File: src/rtl/uart_pkg.sv
`default_nettype none
// ============================================================================
//  Module      : uart_pkg
//  Description : Shared UART constants (bit timing, data width, receiver
//                state encoding) and a parity helper. The transmitter and
//                the clock generator take CLKS_PER_BIT from here as well.
//  Options     : UART_RX_PARITY_EN selects 8E1 framing in the receiver
//                (the PARITY state is always defined here).
//  Revision    : 1.0 - initial release
// ============================================================================
package uart_pkg;

    // 50 MHz / 115200 baud, truncated
    localparam int CLKS_PER_BIT = 434;
    localparam int HALF_BIT     = CLKS_PER_BIT / 2;
    localparam int DATA_BITS    = 8;
    localparam int CNT_W        = 9;

    typedef logic [2:0] state_t;

    // Receiver state encoding
    localparam logic [2:0] IDLE   = 3'd0;
    localparam logic [2:0] START  = 3'd1;
    localparam logic [2:0] DATA   = 3'd2;
    localparam logic [2:0] PARITY = 3'd3;
    localparam logic [2:0] STOP   = 3'd4;

    // Terminal counts of the bit-period counter
    localparam logic [CNT_W-1:0] c_CNT_BIT_LAST  = CNT_W'(CLKS_PER_BIT - 1);
    localparam logic [CNT_W-1:0] c_CNT_HALF_LAST = CNT_W'(HALF_BIT - 1);

    // Even-parity check: 1 when data plus parity bit hold an odd number of ones
    function automatic logic parity_bad(input logic [DATA_BITS-1:0] d,
                                        input logic p);
        return ^{d, p};
    endfunction

endpackage
`default_nettype wire

File: src/rtl/uart_rx_if.sv
`default_nettype none
// ============================================================================
//  Module      : uart_rx_if
//  Description : Host-side receive interface of the UART receiver.
//                master = receiver (drives data, valid and error pulses,
//                takes rx_ack); slave = host logic.
//  Signals     : rx_data[7:0], rx_valid, rx_ack, frame_err, overrun,
//                parity_err (only with UART_RX_PARITY_EN defined)
//  Revision    : 1.0 - initial release
// ============================================================================
interface uart_rx_if;
    import uart_pkg::*;

    logic [DATA_BITS-1:0] rx_data;
    logic                 rx_valid;
    logic                 rx_ack;
    logic                 frame_err;
    logic                 overrun;
`ifdef UART_RX_PARITY_EN
    logic                 parity_err;
`endif

    modport master (
        input  rx_ack,
        output rx_data,
        output rx_valid,
        output frame_err,
        output overrun
`ifdef UART_RX_PARITY_EN
        , output parity_err
`endif
    );

    modport slave (
        output rx_ack,
        input  rx_data,
        input  rx_valid,
        input  frame_err,
        input  overrun
`ifdef UART_RX_PARITY_EN
        , input parity_err
`endif
    );

endinterface
`default_nettype wire

File: src/rtl/uart_sync2.sv
`default_nettype none
// ============================================================================
//  Module      : uart_sync2
//  Description : Two-flop synchroniser for a single asynchronous input.
//                Both flops reset to RESET_VAL so an idle-high line reads
//                as idle straight out of reset.
//  Ports       : clk, rst (async, active high), i_d (async input),
//                o_q (synchronised output)
//  Revision    : 1.0 - initial release
// ============================================================================
module uart_sync2 #(
    parameter logic RESET_VAL = 1'b1
) (
    input  logic clk,
    input  logic rst,
    input  logic i_d,
    output logic o_q
);

    logic r_meta;
    logic r_sync;

    always_ff @(posedge clk or posedge rst) begin
        if (rst) begin
            r_meta <= RESET_VAL;
            r_sync <= RESET_VAL;
        end else begin
            r_meta <= i_d;
            r_sync <= r_meta;
        end
    end

    assign o_q = r_sync;

endmodule
`default_nettype wire

File: src/rtl/uart_rx.sv
`default_nettype none
// ============================================================================
//  Module      : uart_rx
//  Description : 8N1 UART receiver, 115200 baud on the 50 MHz clock. The line
//                is synchronised, a start edge is qualified at the start-bit
//                midpoint, and every further bit is sampled one bit period
//                later. Bytes go to the host with a valid/ack handshake.
//  Options     : UART_RX_PARITY_EN - 8E1 framing, adds parity_err pulse.
//  Ports       : clk_50m, rst (async, active high), rxd (async serial line),
//                rx_bus (uart_rx_if.master: rx_data, rx_valid, rx_ack,
//                frame_err, overrun[, parity_err])
//  Revision    : 1.0 - initial release
// ============================================================================
module uart_rx
    import uart_pkg::*;
(
    input  logic      clk_50m,
    input  logic      rst,
    input  logic      rxd,
    uart_rx_if.master rx_bus
);

    logic                 w_rxs;
    logic                 w_bit_end;
    logic                 r_rxs_d;
    state_t               r_state;
    logic [CNT_W-1:0]     r_cnt;
    logic [2:0]           r_idx;
    logic [DATA_BITS-1:0] r_sh;
    logic [DATA_BITS-1:0] r_data;
    logic                 r_valid;
    logic                 r_ferr;
    logic                 r_ovr;
`ifdef UART_RX_PARITY_EN
    logic                 r_par;
    logic                 r_perr;
`endif

    uart_sync2 #(
        .RESET_VAL (1'b1)
    ) u_sync (
        .clk (clk_50m),
        .rst (rst),
        .i_d (rxd),
        .o_q (w_rxs)
    );

    assign w_bit_end = (r_cnt == c_CNT_BIT_LAST);

    always_ff @(posedge clk_50m or posedge rst) begin
        if (rst) begin
            r_rxs_d <= 1'b1;
            r_state <= IDLE;
            r_cnt   <= '0;
            r_idx   <= '0;
            r_sh    <= '0;
            r_data  <= '0;
            r_valid <= 1'b0;
            r_ferr  <= 1'b0;
            r_ovr   <= 1'b0;
`ifdef UART_RX_PARITY_EN
            r_par   <= 1'b0;
            r_perr  <= 1'b0;
`endif
        end else begin
            r_rxs_d <= w_rxs;
            r_ferr  <= 1'b0;
            r_ovr   <= 1'b0;
`ifdef UART_RX_PARITY_EN
            r_perr  <= 1'b0;
`endif
            // Ack clears valid; a byte completing in the same cycle
            // overrides this below and keeps valid high.
            if (r_valid && rx_bus.rx_ack) begin
                r_valid <= 1'b0;
            end

            case (r_state)
                IDLE: begin
                    // Only a true high-to-low transition starts a frame, so a
                    // line stuck low (break, low at reset exit) never retriggers.
                    if (r_rxs_d && !w_rxs) begin
                        r_state <= START;
                        r_cnt   <= '0;
                    end
                end

                START: begin
                    if (r_cnt == c_CNT_HALF_LAST) begin
                        r_cnt <= '0;
                        if (!w_rxs) begin
                            r_state <= DATA;
                            r_idx   <= '0;
                        end else begin
                            r_state <= IDLE;
                        end
                    end else begin
                        r_cnt <= r_cnt + 1'b1;
                    end
                end

                DATA: begin
                    if (w_bit_end) begin
                        r_cnt <= '0;
                        r_sh  <= {w_rxs, r_sh[DATA_BITS-1:1]};
                        if (r_idx == 3'd7) begin
`ifdef UART_RX_PARITY_EN
                            r_state <= PARITY;
`else
                            r_state <= STOP;
`endif
                        end else begin
                            r_idx <= r_idx + 1'b1;
                        end
                    end else begin
                        r_cnt <= r_cnt + 1'b1;
                    end
                end

`ifdef UART_RX_PARITY_EN
                PARITY: begin
                    if (w_bit_end) begin
                        r_cnt   <= '0;
                        r_par   <= w_rxs;
                        r_state <= STOP;
                    end else begin
                        r_cnt <= r_cnt + 1'b1;
                    end
                end
`endif

                STOP: begin
                    if (w_bit_end) begin
                        r_cnt   <= '0;
                        r_state <= IDLE;
                        if (w_rxs) begin
                            r_data  <= r_sh;
                            r_valid <= 1'b1;
                            r_ovr   <= r_valid && !rx_bus.rx_ack;
`ifdef UART_RX_PARITY_EN
                            r_perr  <= parity_bad(r_sh, r_par);
`endif
                        end else begin
                            r_ferr <= 1'b1;
                        end
                    end else begin
                        r_cnt <= r_cnt + 1'b1;
                    end
                end

                default: begin
                    r_state <= IDLE;
                    r_cnt   <= '0;
                end
            endcase
        end
    end

    assign rx_bus.rx_data   = r_data;
    assign rx_bus.rx_valid  = r_valid;
    assign rx_bus.frame_err = r_ferr;
    assign rx_bus.overrun   = r_ovr;
`ifdef UART_RX_PARITY_EN
    assign rx_bus.parity_err = r_perr;
`endif

endmodule
`default_nettype wire

File: src/flat_wrapper.sv
// flat-port wrapper written by rule: the top's interface ports become plain ports
module uart_rx_flat import uart_pkg::*;
  (clk_50m, rst, rxd, rx_bus_rx_ack, rx_bus_rx_data, rx_bus_rx_valid, rx_bus_frame_err, rx_bus_overrun);
  uart_rx_if rx_bus_i ();
  input  logic clk_50m;
  input  logic rst;
  input  logic rxd;
  input wire logic [$bits(rx_bus_i.rx_ack)-1:0] rx_bus_rx_ack;
  output wire logic [$bits(rx_bus_i.rx_data)-1:0] rx_bus_rx_data;
  output wire logic [$bits(rx_bus_i.rx_valid)-1:0] rx_bus_rx_valid;
  output wire logic [$bits(rx_bus_i.frame_err)-1:0] rx_bus_frame_err;
  output wire logic [$bits(rx_bus_i.overrun)-1:0] rx_bus_overrun;
  assign rx_bus_i.rx_ack = rx_bus_rx_ack;
  assign rx_bus_rx_data = rx_bus_i.rx_data;
  assign rx_bus_rx_valid = rx_bus_i.rx_valid;
  assign rx_bus_frame_err = rx_bus_i.frame_err;
  assign rx_bus_overrun = rx_bus_i.overrun;
  uart_rx u_core (.clk_50m(clk_50m), .rst(rst), .rxd(rxd), .rx_bus(rx_bus_i));
endmodule
File: config.mk
export PLATFORM = sky130hd
export DESIGN_NAME = uart_rx_flat
export DESIGN_NICKNAME = d
export VERILOG_FILES = /design/src/rtl/uart_pkg.sv /design/src/rtl/uart_rx_if.sv /design/src/rtl/uart_sync2.sv /design/src/rtl/uart_rx.sv /design/src/flat_wrapper.sv
export SDC_FILE = /design/constraint.sdc
export NUM_CORES = 1
export LEC_CHECK = 0
export ABC_AREA = 1
export CORE_UTILIZATION = 44
export DETAILED_ROUTE_END_ITERATION = 16
export PLACE_DENSITY = 0.64
export SYNTH_ARGS = -nofsm -noshare
export SYNTH_HDL_FRONTEND = slang
export SYNTH_HIERARCHICAL = 1
export SYNTH_SLANG_ARGS = --single-unit
File: constraint.sdc
create_clock -name clk_50m -period 2.19 [get_ports clk_50m]
set_input_delay 0.657 -clock clk_50m [delete_from_list [all_inputs] [get_ports clk_50m]]
set_output_delay 0.657 -clock clk_50m [all_outputs]
set_load 0.01 [all_outputs]
==> flow_summary.toml <==
[cts]
cts_hold_buf = 0
cts_resized = 0
insertion_delay_ns = 0.30
clock-root-buffer = "clkbuf_8"
cts_buffers = 5
cts_htree_levels = 2
path_clk_slew_ns = 0.07
clkSinkCount = 37
cts_buffer_depth = 2
cts_tree = "built"
cts_setup_buffers = 0

[worst_setup_path]
max_stage_delay_ns = 0.55
worst-r2r-setup-slack_ns = 0.60
worstSetupPathType = "flop to output port"
critPathSlowestCell = "clkdlybuf4s50_1"
cp_num_buf_inv = 1
crit_chain = "clkdlybuf4s50_1"
required_ns = 1.53
worstRegToRegCells = 6
rr_startpoint = "u_core/u_sync/o_q$_DFF_PP1_"
end_kind = "output port"
worstPathArrival_ns = 1.21
crit_fanout = 2
r2r-end = "u_core/r_cnt[6]$_DFFE_PP0N_"
critPathLaunchType = "flop"
cp_top_family = "buffers and inverters"

[routing]
drtIter0Drc = 47
first_pass_iters = 4
vias = 1292
vias_per_cell = 4.75
ant_nets = 0
avgRoutedWirePerCell_um = 12.1
drt-total-wl_um = 3300
drc = 0

[sta]
setup_slack_ns = 0.324
tightest_slew_ns = 0.404
fin_crit_ns = 1.87
period_share_pct = 85.2
relSlewSlack_pct = 73.0
setup_violations = 0
rsz0062_at_grt = "false"
hold_viol = 0
tns_ns = 0
finClkSkew_ns = 0.00867
finalMaxSlewViolations = 0
max_freq_mhz = 536

[power_and_ir_drop]
peakVddDrop_v = 0.000380
power.switching_uw = 636
total_power_uw = 1900
power_frac_seq_pct = 42.1
power.density_nw_per_um2 = 901
pwr-share-clk_pct = 32.8
p_leak_uw = 0.00104
switching_share_pct = 33.5
intPower_uw = 1260
p_comb_share_pct = 25.1

[floorplanning]
dieArea_um2 = 4350
pin_count = 15
die_h_um = 66.0
start_util_pct = 47.4
std_cell_rows = 22
fp.dieW_um = 66.0
core-area_um2 = 3800

[synthesis]
syn_nets = 212
synthTopCellsByArea = "dfrtp_1 (47%), nand2_1 (13%), o21ai_2 (6.3%), inv_1 (5.4%), dfstp_2 (4.4%)"
synth_area_um2 = 1800
yosysTopAreaCell = "dfrtp_1"
seq_area_frac_synth_pct = 51.6
synth_top_area_share_pct = 47.2
synth.avg_cell_area_um2 = 8.88
ys_seq_elements = 37
syn_inst = 203
yosys_warnings = 6
ys_types = 25

[min_path]
hp-start = "u_core/u_sync/r_meta$_DFF_PP1_"
min_to = "u_core/u_sync/o_q$_DFF_PP1_"
hold_class = "flop to flop"
holdPathStages = 0

[place]
place_inst = 264
io_buffers = 14
gp_congestion = 0.792
dp_hpwl_um = 2420
dp_slack_ns = 0.599

[global_route]
globalRoute.totalOverflow = 0
grt.total_usage_pct = 18.5
grt_pass1_wl_um = 5960
grt_pass1_vias = 1335
antenna_found_initial = 0
grt_start_max_net_pins = 26

[final_layout]
synthToLayoutAreaGrowth_pct = 16.9
antennaDiodeCount = 0
final_cell_count_no_fill = 272
layout.nets = 232
drive_above_1_share_pct = 18.8
fill_cells = 351

[status]
outcome = "finished, final reports clean"

[run]
drv_cap = 0
[flip-flops by register name, indices dropped and copies added, names as in the netlist]
signal                   cells
u_core/rx_bus.frame_err      1
u_core/u_sync/o_q            1
u_core/rx_bus.rx_data        8
u_core/r_cnt                 9
u_core/rx_bus.overrun        1
u_core/r_idx                 3
u_core/rx_bus.rx_valid       1
u_core/r_state               3
u_core/u_sync/r_meta         1
u_core/r_rxs_d               1
u_core/r_sh                  8
[metrics by stage]
| step | cell area, um^2 | utilization, % | hold WS, ns |
|---|---|---|---|
| after CTS | 2110 | 55.5 | 0.365 |
| final | 2110 | 55.5 | 0.366 |
| after floorplan | 1800 | - | 0.345 |
| after global placement | 1990 | 52.3 | 0.346 |
| after detailed placement | 1990 | 52.3 | 0.355 |
| after global routing | 2110 | 55.5 | 0.370 |
[Yosys cell counts]
| cell type | instances |
|---|---|
| nor2_1 | 13 |
| o21ai_2 | 13 |
| nand2_1 | 62 |
| inv_1 | 26 |
| nor2_2 | 2 |
| xor2_1 | 4 |
| nand3_4 | 1 |
| buf_4 | 1 |
| o21ai_0 | 7 |
| ha_1 | 5 |
| a21oi_1 | 2 |
| a21oi_2 | 2 |
| nand2_4 | 2 |
| nand3_2 | 1 |
| dfstp_2 | 3 |
| inv_2 | 2 |
| nor3_1 | 3 |
| nand2_2 | 4 |
| inv_6 | 1 |
| nor4_1 | 1 |
| buf_6 | 2 |
| nand3_1 | 10 |
| nand3b_1 | 1 |
| dfrtp_1 | 34 |
| or2_2 | 1 |
[cell type report]
cell class	count	area (um^2)	area share, %
Sequential cell	37	930	44.1
Multi-Input combinational cell	134	728	34.6
Timing Repair Buffer	16	155	7.36
Inverter	29	114	5.40
Clock buffer	6	82.6	3.92
Tap cell	48	60.1	2.85
Clock inverter	2	37.5	1.78
[worst max path at each step]
stage	to	slack, ns	cells past startpoint	start
after floorplan	u_core/r_cnt[0]$_DFFE_PP0N_	0.76	1	rst
after global placement	u_core/rx_bus.rx_data[6]$_DFFE_PP0P_	0.64	9	u_core/r_cnt[1]$_DFFE_PP0N_
after detailed placement	u_core/r_cnt[6]$_DFFE_PP0N_	0.60	6	u_core/u_sync/o_q$_DFF_PP1_
after CTS	rx_bus_rx_data[1]	0.30	1	u_core/rx_bus.rx_data[1]$_DFFE_PP0P_
after global routing	rx_bus_rx_data[0]	0.27	1	u_core/rx_bus.rx_data[0]$_DFFE_PP0P_
final	rx_bus_rx_data[7]	0.32	1	u_core/rx_bus.rx_data[7]$_DFFE_PP0P_
[power groups by stage]
stage / combinational, uW / sequential (uW) / clock [uW]
2_1_floorplan: 385 / 798 / 0
3_3_place_gp: 455 / 807 / 0
3_5_place_dp: 475 / 814 / 0
4_1_cts: 479 / 800 / 645
5_1_grt: 554 / 812 / 670
6_report: 476 / 800 / 622
[cell families (layout without fill, tap and decap cells)]
kind of cell               count (synthesis)  in the layout  synth area share (%)
AOI/OAI and AO/OA                         24             24                  9.79
xor gates and xnor gates                   4              4                  1.94
adders and majority gates                  5              5                  3.47
buffers and inverters                     32             53                  7.99
DFF                                       37             37                  51.6
and+or+nand+nor                          101            101                  25.2
[layout by cell type (no fill, tap or decap), types with 2 or more instances in the layout]
| cell | count |
|---|---|
| o21ai_2 | 13 |
| inv_2 | 2 |
| clkdlybuf4s50_1 | 14 |
| nand2_1 | 62 |
| nor3_1 | 3 |
| buf_4 | 2 |
| dfstp_2 | 3 |
| nand3_1 | 10 |
| o21ai_0 | 7 |
| clkbuf_8 | 6 |
| inv_1 | 26 |
| nor2_1 | 13 |
| nor2_2 | 2 |
| ha_1 | 5 |
| xor2_1 | 4 |
| a21oi_1 | 2 |
| nand2_4 | 2 |
| a21oi_2 | 2 |
| nand2_2 | 4 |
| dfrtp_1 | 34 |
[metal layers]
metal,global-route usage (%),part of all wire (%),wire [um]
met1,21.7,45,1500
met2,30.7,49,1630
met3,5.86,3.3,110
met5,0,0,0
met4,8.24,1.9,63
(Power assumes the default switching activity.)
